===== src/rtl/lsu_ctrl.sv =====
// Load/store control stage: aligns one op at a time to the 64-bit memory word,
// drives the memory pins for LATENCY cycles, extends load data and hands the
// result to writeback over a valid/ready handshake. All outputs are registered.
module lsu_ctrl #(
  parameter int unsigned LATENCY = 1  // 1..15
) (
  input  logic        i_clk,
  input  logic        i_rst,
  input  logic        i_in_valid,
  output logic        o_in_ready,
  input  logic        i_is_load,
  input  logic        i_is_store,
  input  logic [2:0]  i_funct3,
  input  logic [63:0] i_addr,
  input  logic [63:0] i_store_data,
  output logic        o_mem_ren,
  output logic [63:0] o_mem_raddr,
  input  logic [63:0] i_mem_rdata,
  output logic        o_mem_wen,
  output logic [63:0] o_mem_waddr,
  output logic [63:0] o_mem_wdata,
  output logic [7:0]  o_mem_mask,
  output logic        o_out_valid,
  input  logic        i_out_ready,
  output logic [63:0] o_out_data,
  output logic        o_out_err
);

  typedef enum logic [1:0] {StIdle, StAccess, StWait, StDone} state_e;

  localparam logic [3:0] LatLast = 4'(LATENCY - 1);

  state_e      r_state, w_state_nxt;
  logic [3:0]  r_cnt, w_cnt_nxt;
  logic [2:0]  r_off, w_off_nxt;
  logic [2:0]  r_funct3, w_funct3_nxt;
  logic        r_is_load, w_is_load_nxt;
  logic        r_in_ready, w_in_ready_nxt;
  logic        r_ren, w_ren_nxt;
  logic        r_wen, w_wen_nxt;
  logic [63:0] r_raddr, w_raddr_nxt;
  logic [63:0] r_waddr, w_waddr_nxt;
  logic [63:0] r_wdata, w_wdata_nxt;
  logic [7:0]  r_mask, w_mask_nxt;
  logic        r_out_valid, w_out_valid_nxt;
  logic [63:0] r_out_data, w_out_data_nxt;
  logic        r_out_err, w_out_err_nxt;

  logic [2:0]  w_off;
  logic        w_misalign;
  logic        w_err;
  logic [7:0]  w_lane_mask;
  logic [63:0] w_trim;
  logic [63:0] w_sh;
  logic [63:0] w_load_val;

  // Decode the offered op: alignment, legality and byte lanes it covers.
  always_comb begin
    w_off       = i_addr[2:0];
    w_misalign  = 1'b0;
    w_lane_mask = 8'h01;
    unique case (i_funct3[1:0])
      2'd0: begin w_misalign = 1'b0;              w_lane_mask = 8'h01; end
      2'd1: begin w_misalign = w_off[0];          w_lane_mask = 8'h03; end
      2'd2: begin w_misalign = |w_off[1:0];       w_lane_mask = 8'h0F; end
      default: begin w_misalign = |w_off;         w_lane_mask = 8'hFF; end
    endcase
    w_err = w_misalign | (i_is_load & i_is_store) | (i_is_store & i_funct3[2]) |
            (i_funct3 == 3'd7);
    // Drop store operand bytes beyond the access size before lane shifting.
    w_trim = '0;
    for (int b = 0; b < 8; b++) begin
      w_trim[8*b +: 8] = i_store_data[8*b +: 8] & {8{w_lane_mask[b]}};
    end
  end

  // Shift returned data down to the accessed bytes and extend per funct3.
  always_comb begin
    w_sh = i_mem_rdata >> {r_off, 3'b000};
    case (r_funct3)
      3'd0:    w_load_val = {{56{w_sh[7]}}, w_sh[7:0]};
      3'd1:    w_load_val = {{48{w_sh[15]}}, w_sh[15:0]};
      3'd2:    w_load_val = {{32{w_sh[31]}}, w_sh[31:0]};
      3'd3:    w_load_val = w_sh;
      3'd4:    w_load_val = {56'd0, w_sh[7:0]};
      3'd5:    w_load_val = {48'd0, w_sh[15:0]};
      3'd6:    w_load_val = {32'd0, w_sh[31:0]};
      default: w_load_val = '0;
    endcase
  end

  // Next-state and next-output logic; everything holds unless changed.
  always_comb begin
    w_state_nxt     = r_state;
    w_cnt_nxt       = r_cnt;
    w_off_nxt       = r_off;
    w_funct3_nxt    = r_funct3;
    w_is_load_nxt   = r_is_load;
    w_in_ready_nxt  = r_in_ready;
    w_ren_nxt       = r_ren;
    w_wen_nxt       = r_wen;
    w_raddr_nxt     = r_raddr;
    w_waddr_nxt     = r_waddr;
    w_wdata_nxt     = r_wdata;
    w_mask_nxt      = r_mask;
    w_out_valid_nxt = r_out_valid;
    w_out_data_nxt  = r_out_data;
    w_out_err_nxt   = r_out_err;
    case (r_state)
      StIdle: begin
        w_in_ready_nxt = 1'b1;
        if (i_in_valid) begin
          w_in_ready_nxt = 1'b0;
          w_off_nxt      = w_off;
          w_funct3_nxt   = i_funct3;
          w_is_load_nxt  = i_is_load;
          w_out_data_nxt = '0;
          w_out_err_nxt  = 1'b0;
          if (w_err || (!i_is_load && !i_is_store)) begin
            w_state_nxt     = StDone;
            w_out_valid_nxt = 1'b1;
            w_out_err_nxt   = w_err;
          end else begin
            w_state_nxt = StAccess;
            w_cnt_nxt   = LatLast;
            w_ren_nxt   = i_is_load;
            w_wen_nxt   = i_is_store;
            w_raddr_nxt = {i_addr[63:3], 3'b000};
            w_waddr_nxt = {i_addr[63:3], 3'b000};
            w_mask_nxt  = i_is_store ? (w_lane_mask << w_off) : 8'h00;
            w_wdata_nxt = i_is_store ? (w_trim << {w_off, 3'b000}) : 64'd0;
          end
        end
      end
      StAccess, StWait: begin
        // Single write pulse: wen only in the first access cycle.
        w_wen_nxt = 1'b0;
        if (r_cnt == 4'd0) begin
          w_state_nxt     = StDone;
          w_ren_nxt       = 1'b0;
          w_out_valid_nxt = 1'b1;
          w_out_data_nxt  = r_is_load ? w_load_val : 64'd0;
        end else begin
          w_state_nxt = StWait;
          w_cnt_nxt   = r_cnt - 4'd1;
        end
      end
      default: begin
        if (i_out_ready) begin
          w_state_nxt     = StIdle;
          w_out_valid_nxt = 1'b0;
          w_in_ready_nxt  = 1'b1;
        end
      end
    endcase
  end

  // State and output registers with synchronous reset.
  always_ff @(posedge i_clk) begin
    if (i_rst) begin
      r_state     <= StIdle;
      r_cnt       <= '0;
      r_off       <= '0;
      r_funct3    <= '0;
      r_is_load   <= 1'b0;
      r_in_ready  <= 1'b1;
      r_ren       <= 1'b0;
      r_wen       <= 1'b0;
      r_raddr     <= '0;
      r_waddr     <= '0;
      r_wdata     <= '0;
      r_mask      <= '0;
      r_out_valid <= 1'b0;
      r_out_data  <= '0;
      r_out_err   <= 1'b0;
    end else begin
      r_state     <= w_state_nxt;
      r_cnt       <= w_cnt_nxt;
      r_off       <= w_off_nxt;
      r_funct3    <= w_funct3_nxt;
      r_is_load   <= w_is_load_nxt;
      r_in_ready  <= w_in_ready_nxt;
      r_ren       <= w_ren_nxt;
      r_wen       <= w_wen_nxt;
      r_raddr     <= w_raddr_nxt;
      r_waddr     <= w_waddr_nxt;
      r_wdata     <= w_wdata_nxt;
      r_mask      <= w_mask_nxt;
      r_out_valid <= w_out_valid_nxt;
      r_out_data  <= w_out_data_nxt;
      r_out_err   <= w_out_err_nxt;
    end
  end

  assign o_in_ready  = r_in_ready;
  assign o_mem_ren   = r_ren;
  assign o_mem_wen   = r_wen;
  assign o_mem_raddr = r_raddr;
  assign o_mem_waddr = r_waddr;
  assign o_mem_wdata = r_wdata;
  assign o_mem_mask  = r_mask;
  assign o_out_valid = r_out_valid;
  assign o_out_data  = r_out_data;
  assign o_out_err   = r_out_err;

endmodule


===== config.mk =====
export PLATFORM = sky130hd
export DESIGN_NAME = lsu_ctrl
export DESIGN_NICKNAME = d
export VERILOG_FILES = /design/src/rtl/lsu_ctrl.sv
export SDC_FILE = /design/constraint.sdc
export NUM_CORES = 1
export LEC_CHECK = 0
export ABC_AREA = 0
export CAP_MARGIN = 10
export CORE_ASPECT_RATIO = 0.6
export CORE_UTILIZATION = 40
export DETAILED_ROUTE_END_ITERATION = 16
export PLACE_DENSITY = 0.87
export SLEW_MARGIN = 5
export SYNTH_ARGS = -nofsm -noshare
export SYNTH_HDL_FRONTEND = slang
export SYNTH_SLANG_ARGS = --single-unit

===== constraint.sdc =====
create_clock -name i_clk -period 2.62 [get_ports i_clk]
set_clock_uncertainty 0.2 [all_clocks]
set_input_delay 0.786 -clock i_clk [delete_from_list [all_inputs] [get_ports i_clk]]
set_output_delay 0.786 -clock i_clk [all_outputs]
set_load 0.01 [all_outputs]

==> impl_metrics.sql, run 1 <==
INSERT INTO impl_metrics (metric_group, metric, value, unit) VALUES
('die', 'placement_rows', '48', ''),
('detailed_routing', 'antenna_violating_nets_post_route', '0', ''),
('placed_design', 'hpwlAfterDp', '42.37', 'mm'),
('critical_path', 'timing.critical_path.max_delay_family', 'buffers and inverters', ''),
('finish', 'finish.instance_area', '18350', 'um2'),
('die', 'die_height', '136.1', 'um'),
('die', 'floorplan.die_area', '30690', 'um2'),
('power_and_ir_drop', 'netSwitchingPower', '3.864', 'mW'),
('sta', 'worst_slew_pin_slew', '888.2', 'ps'),
('sta', 'fin_crit_sh', '99.99', '%'),
('critical_path', 'register_to_register_setup_slack', '110', 'ps'),
('logic_synthesis', 'netlist_instances', '1460', ''),
('logic_synthesis', 'synthesis.area', '11990', 'um2'),
('sta', 'finalMaxSlewViolations', '0', ''),
('critical_path', 'crit_path_largest_cell_delay', '600', 'ps'),
('logic_synthesis', 'number_of_library_cell_types_mapped_by_synthesis', '68', ''),
('detailed_routing', 'pre_antenna_drt_iters', '6', ''),
('cts', 'cts_inserted_buffers', '22', ''),
('sta', 'grt_setup_unrepaired', 'no', ''),
('critical_path', 'critPathMaxFanout', '3', ''),
('run', 'drv_cap', '0', ''),
('logic_synthesis', 'share_of_synthesized_area_occupied_by_flip_flops_and_latches', '35.90', '%'),
('sta', 'fmaxAchievable', '381.7', 'MHz'),
('global_route', 'antenna_found_initial', '6', ''),
('detailed_routing', 'detail_route.drc_violations', '0', ''),
('logic_synthesis', 'most_used_flip_flop_cell_after_synthesis', 'sky130_fd_sc_hd__dfxtp_1', ''),
('sta', 'layout_setup_ws', '0.3719', 'ps'),
('cts', 'cts_root_buffer', 'sky130_fd_sc_hd__clkbuf_16', ''),
('critical_path', 'reg2reg_from', 'r_cnt[0]', ''),
('global_route', 'largest_net_degree_at_the_start_of_global_routing', '88', ''),
('sta', 'max-slew-margin-rel', '40.78', '%'),
('logic_synthesis', 'syn_avg_cell_area', '8.213', 'um2'),
('critical_path', 'critical_path.startpoint', 'o_out_data[51]', ''),
('placed_design', 'placed_area', '17620', 'um2'),
('logic_synthesis', 'synth_enable_flop_cells', '0', ''),
('cts', 'post_cts_buffers', '0', ''),
('die', 'coreArea', '29130', 'um2'),
('power_and_ir_drop', 'internal_power', '6.889', 'mW'),
('run_status', 'outcome', 'completed', ''),
('critical_path', 'cp_data_arrival_time', '1630', 'ps'),
('cts', 'cts_htree_levels', '1', ''),
('sta', 'whs', '254.4', 'ps'),
('placed_design', 'placement.setup.worst_slack', '-544.3', 'ps'),
('detailed_routing', 'dr.first_iter.drc_count', '1673', ''),
('die', 'dieWidth', '225.5', 'um'),
('worst_hold_path', 'whs_path_depth', '2', ''),
('global_route', 'number_of_global_route_vias_before_repair', '12880', ''),
('critical_path', 'timing.critical_path.to_type', 'output pin', ''),
('finish', 'finish.net_count', '2128', ''),
('detailed_routing', 'vias', '13750', ''),
('global_route', 'grt_pass1_wl', '78.84', 'mm'),
('worst_hold_path', 'min_path_type', 'reg2reg', ''),
('critical_path', 'wp_data_required', '1630', 'ps'),
('cts', 'buffer_levels_on_the_longest_clock_path', '3', ''),
('die', 'initial_standard_cell_utilization_of_the_core', '41.16', '%'),
('power_and_ir_drop', 'combinational_power_share', '38.0', '%'),
('logic_synthesis', 'asyncSetResetFlopFracSynth', '0', '%'),
('logic_synthesis', 'ys_warn_count', '0', ''),
('finish', 'syn_to_final_growth', '53.02', '%'),
('critical_path', 'crit_path_cell_trace', 'clkdlybuf4s50_1', ''),
('detailed_routing', 'routed_wire_length_per_instance', '23.37', 'um'),
('global_route', 'grt_use_total', '33.98', '%'),
('critical_path', 'regToRegEndpoint', 'o_out_data[46]', ''),
('power_and_ir_drop', 'power.total', '10.75', 'mW'),
('detailed_routing', 'drt-vias-per-instance', '5.883', ''),
('cts', 'cts.reportedPaths.clkPinSlew', '60', 'ps'),
('global_route', 'gr-total-overflow', '0', ''),
('power_and_ir_drop', 'power.density', '586.1', 'nW/um2'),
('cts', 'cts_tree', 'built', ''),
('power_and_ir_drop', 'vdd_drop_max', '0.4835', 'mV'),
('cts', 'hold_buffers', '0', '');
## power groups by stage
stage / logic, mW / clock network, mW / registers, mW
6_report: 4.08 / 3.06 / 3.61
5_1_grt: 4.31 / 3.22 / 3.62
4_1_cts: 3.95 / 3.10 / 3.60
3_5_place_dp: 3.93 / 0 / 3.67
3_3_place_gp: 3.87 / 0 / 3.66
2_1_floorplan: 2.09 / 0 / 3.64
## timing repair
action                                  4_1_cts  5_1_grt
gates resized for setup                       2       13
endpoints found under the setup margin        2       87
pin swaps                                     0        1
## layer usage
layer / vias up / global-route usage, % / part of all wire, % / wire length [um]
li1: 6216 / - / - / -
met1: 6541 / 46.18 / 42 / 22780
met2: 872 / 48.70 / 42 / 22800
met3: 123 / 11.99 / 13 / 6931
met4: 2 / 13.42 / 3.9 / 2113
met5: - / 0 / 0.024 / 13
## kinds of logic after synthesis
| group | share of synthesized area (%) |
|---|---|
| other | 0.03128 |
| AOI/OAI and AO/OA | 27.44 |
| muxes | 11.72 |
| adders and majority gates | 0.3131 |
| and+or+nand+nor | 14.74 |
| DFF | 35.90 |
| buffers and inverters | 9.851 |
## state kept, by name, summed over array words and instances (netlist names), 2 cells and up
name	cells
r_cnt	4
r_off	3
o_mem_raddr	61
r_funct3	3
o_mem_wdata	64
r_state	2
o_mem_mask	8
o_out_data	64
## final cells by class
cell class | instances | area [um2]
Fill cell | 2426 | 10780
Multi-Input combinational cell | 1024 | 6589
Timing Repair Buffer | 640 | 6198
Sequential cell | 215 | 4310
Clock buffer | 26 | 616.8
Tap cell | 400 | 500.5
Inverter | 21 | 78.83
Clock inverter | 7 | 41.29
Antenna cell | 5 | 12.51
## synth_stat cells (all sizes together), types with 4 or more instances
library cell  instances  area share, %
a211oi               22            1.4
a21oi               180            7.5
a221o                12            1.0
a22o                 24            1.8
a22oi                67            4.2
a2bb2oi               5           0.37
a311oi               36            2.6
a32o                  7           0.58
and2                  9           0.47
and3                  4           0.21
buf                 111            6.2
clkbuf               94            3.0
dfxtp               215             36
inv                  19           0.59
mux2                 31            2.9
mux2i                74            6.2
mux4                 14            2.6
nand2               251            7.9
nand3                19           0.79
nor2                 45            1.5
nor2b                24            1.3
nor3                  9           0.51
o211ai                7           0.44
o21a                  5           0.31
o21ai                54            2.3
o221ai                6           0.44
o22a                  6           0.44
o22ai                29            1.5
o2bb2ai               7           0.51
o31ai                 4           0.25
o32ai                 8           0.58
or3                  19           0.99
## layout by cell type, fill, tap and decap left out, drive strengths merged, types with 5 or more instances in the layout
cell type and n:
clkinv 8, inv 19, mux2i 74, a221o 12, mux4 14, o221ai 6
a2bb2oi 5, a311oi 36, o32ai 8, nor2 45, a32o 7, buf 179
clkdlybuf4s50 460, o2bb2ai 7, o211ai 7, a21oi 180, clkbuf 26, o21a 5
nand2 251, o22ai 29, nor2b 24, o22a 6, dfxtp 215, a22oi 67
o21ai 54, a211oi 22, and2 9, or3 19, diode 5, nor3 9
nand3 19, a22o 24, conb 6, mux2 31
## through the flow
step	setup TNS, ps	utilization (%)	instances
after floorplan	0	-	1465
after global placement	-57530	60.50	2300
after detailed placement	-70220	60.50	2300
after CTS	0	62.77	2333
after global routing	0	62.99	2338
final	0	62.99	2338
## worst max-delay path by stage
| stage | endpoint | slack [ps] | depth (start not counted) |
|---|---|---|---|
| detailed placement | o_mem_wdata[59] | -540 | 7 |
| global placement | o_mem_wdata[57] | -550 | 7 |
| finish | o_out_data[51] | 0.4 | 1 |
| floorplan | o_mem_wdata[55] | 70 | 7 |
| CTS | o_mem_wdata[57] | 4 | 7 |
| global route | o_mem_wdata[26] | 0.3 | 7 |
Power figures use the tool's default switching activity.
==> run 2, diff against run 1 <==
Settings changed: CORE_UTILIZATION 40 to 38, PLACE_DENSITY 0.87 to 0.84.
==> run 2 against run 1 <==
Against the previous run: via count up 2.1%; final area up 1.8%; critical endpoint is now o_out_data[41]; highest routed layer unchanged; worst setup slack better by 38 ps; largest power group unchanged.
==> impl_metrics.sql, run 2 (synthesized netlist as in run 1, its figures left out) <==
INSERT INTO impl_metrics (metric_group, metric, value, unit) VALUES
('cts', 'hold_buffers', '0', ''),
('sta', 'worst_slew_pin_slew', '737.8', 'ps'),
('die', 'die_height', '139.6', 'um'),
('worst_hold_path', 'min_path_type', 'reg2reg', ''),
('cts', 'buffer_levels_on_the_longest_clock_path', '3', ''),
('sta', 'fmaxAchievable', '387.3', 'MHz'),
('critical_path', 'cp_data_arrival_time', '1600', 'ps'),
('sta', 'max-slew-margin-rel', '50.78', '%'),
('run', 'drv_cap', '0', ''),
('detailed_routing', 'pre_antenna_drt_iters', '6', ''),
('finish', 'utilization', '61.30', '%'),
('global_route', 'number_of_global_route_vias_before_repair', '12770', ''),
('sta', 'timing_hold_violations_final', '0', ''),
('finish', 'finish.net_count', '2145', ''),
('global_route', 'grt_use_total', '32.62', '%'),
('cts', 'cts_htree_levels', '1', ''),
('cts', 'insertion_delay', '530', 'ps'),
('finish', 'fraction_of_layout_instances_using_a_drive_strength_above_1', '15.53', '%'),
('critical_path', 'timing.critical_path.slowest_stage_cell', 'sky130_fd_sc_hd__clkdlybuf4s50_1', ''),
('die', 'ios', '470', ''),
('global_route', 'grt_pass1_wl', '81.06', 'mm'),
('sta', 'final.min_clock_period', '2582', 'ps'),
('critical_path', 'crit_path_largest_cell_delay', '590', 'ps'),
('detailed_routing', 'detail_route.drc_violations', '0', ''),
('cts', 'cts_root_buffer', 'sky130_fd_sc_hd__clkbuf_16', ''),
('worst_hold_path', 'whs_path_depth', '2', ''),
('sta', 'finalMaxSlewViolations', '0', ''),
('critical_path', 'timing.critical_path.max_delay_family', 'buffers and inverters', ''),
('detailed_routing', 'antenna_violating_nets_post_route', '0', ''),
('finish', 'mostFrequentLayoutCell', 'sky130_fd_sc_hd__clkdlybuf4s50_1', ''),
('critical_path', 'critical_path_launch_point_type', 'register', ''),
('placed_design', 'io_buffers', '463', ''),
('sta', 'whs', '255.1', 'ps'),
('finish', 'mostFrequentLayoutCells', 'sky130_fd_sc_hd__clkdlybuf4s50_1 (460), sky130_fd_sc_hd__nand2_1 (250), sky130_fd_sc_hd__dfxtp_1 (208)', ''),
('critical_path', 'critical_path.startpoint', 'o_out_data[41]', ''),
('cts', 'cts.reportedPaths.clkPinSlew', '70', 'ps'),
('critical_path', 'wp_data_required', '1630', 'ps'),
('critical_path', 'timing.reg2reg.worst_path_depth', '8', ''),
('die', 'coreArea', '30470', 'um2'),
('critical_path', 'timing.critical_path.to', 'o_out_data[41]', ''),
('critical_path', 'register_to_register_setup_slack', '60', 'ps'),
('power_and_ir_drop', 'power.density', '607.4', 'nW/um2'),
('critical_path', 'critPathMaxFanout', '3', ''),
('die', 'placement_rows', '49', ''),
('global_route', 'globalRouteMet1Util', '47.24', '%'),
('cts', 'cts_tree', 'built', ''),
('critical_path', 'regToRegEndpoint', 'o_out_data[62]', ''),
('placed_design', 'placed_area', '17740', 'um2'),
('critical_path', 'crit_buf_inv', '1', ''),
('global_route', 'gr-usage-met3', '7.828', '%'),
('detailed_routing', 'route.final.wire_length', '55.88', 'mm'),
('sta', 'timing.final.setup_violations', '0', ''),
('critical_path', 'crit_path_cell_trace', 'clkdlybuf4s50_1', ''),
('detailed_routing', 'routed_wire_length_per_instance', '23.60', 'um'),
('global_route', 'largest_net_degree_at_the_start_of_global_routing', '82', ''),
('cts', 'cts.sinks', '215', ''),
('finish', 'syn_to_final_growth', '55.78', '%'),
('placed_design', 'globalplace.congestion', '1.007', ''),
('critical_path', 'levels_on_crit_path', '1', ''),
('global_route', 'gr-total-overflow', '0', ''),
('global_route', 'grt_use_met2', '48.11', '%'),
('global_route', 'antenna_found_initial', '5', ''),
('power_and_ir_drop', 'vdd_drop_max', '0.4498', 'mV'),
('detailed_routing', 'dr.first_iter.drc_count', '1470', ''),
('run_status', 'outcome', 'completed', ''),
('critical_path', 'worst-setup-path-type', 'reg2out', ''),
('finish', 'finish.instance_area', '18680', 'um2'),
('die', 'floorplan.die_area', '32290', 'um2'),
('power_and_ir_drop', 'leakage_power', '6.682', 'nW'),
('critical_path', 'timing.critical_path.to_type', 'output pin', ''),
('detailed_routing', 'vias', '14040', ''),
('cts', 'cts_inserted_buffers', '23', ''),
('critical_path', 'reg2reg_from', 'r_cnt[0]', ''),
('die', 'dieWidth', '231.3', 'um'),
('placed_design', 'hpwlAfterDp', '42.93', 'mm'),
('die', 'initial_standard_cell_utilization_of_the_core', '39.35', '%'),
('sta', 'fin_crit_sh', '98.55', '%'),
('detailed_routing', 'drt-vias-per-instance', '5.927', ''),
('finish', 'final.fill_count', '2551', ''),
('global_route', 'gr-max-usage-layer', 'met2', '');
run 2: cell types whose count changed in the layout (fill, tap and decap cells not counted), moves of 3 or more:
cell | previous run | this run
sky130_fd_sc_hd__clkbuf_1 | 0 | 3
sky130_fd_sc_hd__clkinv_2 | 5 | 1
sky130_fd_sc_hd__bufinv_16 | 0 | 4
sky130_fd_sc_hd__buf_4 | 160 | 174
sky130_fd_sc_hd__clkbuf_8 | 3 | 7
run 2: how the worst min path moves through the flow:
stage / start / to / slack, ps
after floorplan: r_is_load / r_is_load / 240
after global placement: o_mem_wdata[17] / o_mem_wdata[17] / 240
after detailed placement: o_mem_wdata[37] / o_mem_wdata[37] / 240
after CTS: o_mem_wdata[15] / o_mem_wdata[15] / 260
after global routing: o_mem_wdata[21] / o_mem_wdata[21] / 280
final: o_mem_wdata[37] / o_mem_wdata[37] / 260
run 2: per-stage QoR:
step,worst slack [ps],TNS (ps),instances,total power [mW]
6_report,38.05,0,2368,11.34
5_1_grt,-21.90,-59.86,2368,11.77
4_1_cts,7.933,0,2363,11.25
3_5_place_dp,-620.7,-66340,2322,7.587
3_3_place_gp,-635.4,-56930,2322,7.535
2_1_floorplan,72.78,0,1465,5.729
run 2: what timing repair did:
item,4_1_cts,5_1_grt
buffers inserted,0,0
resized for setup,4,11
setup endpoints to repair,4,72
cloned,0,2
pin swaps,0,3
run 2: routing by layer:
metal,up-vias,wire length (um)
li1,6252,-
met1,6781,24410
met2,891,23390
met3,110,6244
met4,2,1819
met5,-,13
run 2: layout make-up:
class | instances | area, um2 | share of cell area [%]
clock inverters | 8 | 150.1 | 0.8039
repair buffers | 656 | 6354 | 34.02
inverters | 21 | 78.83 | 0.4220
well taps | 408 | 510.5 | 2.733
multi-input cells | 1024 | 6581 | 35.24
diodes | 3 | 7.507 | 0.04019
clock buffers | 33 | 683.2 | 3.658
flip-flops and latches | 215 | 4313 | 23.09
run 2: power breakdown:
part | switching [mW] | internal, mW | total, mW
clock | 1.46 | 2.21 | 3.67
sequential | 0.177 | 3.43 | 3.60
combinational | 2.29 | 1.78 | 4.07
run 2: tightest hold or removal path: stages (launching register included):
cell                      delay (ps)
sky130_fd_sc_hd__dfxtp_1         330
sky130_fd_sc_hd__nand2_1          40
sky130_fd_sc_hd__o21ai_0          60
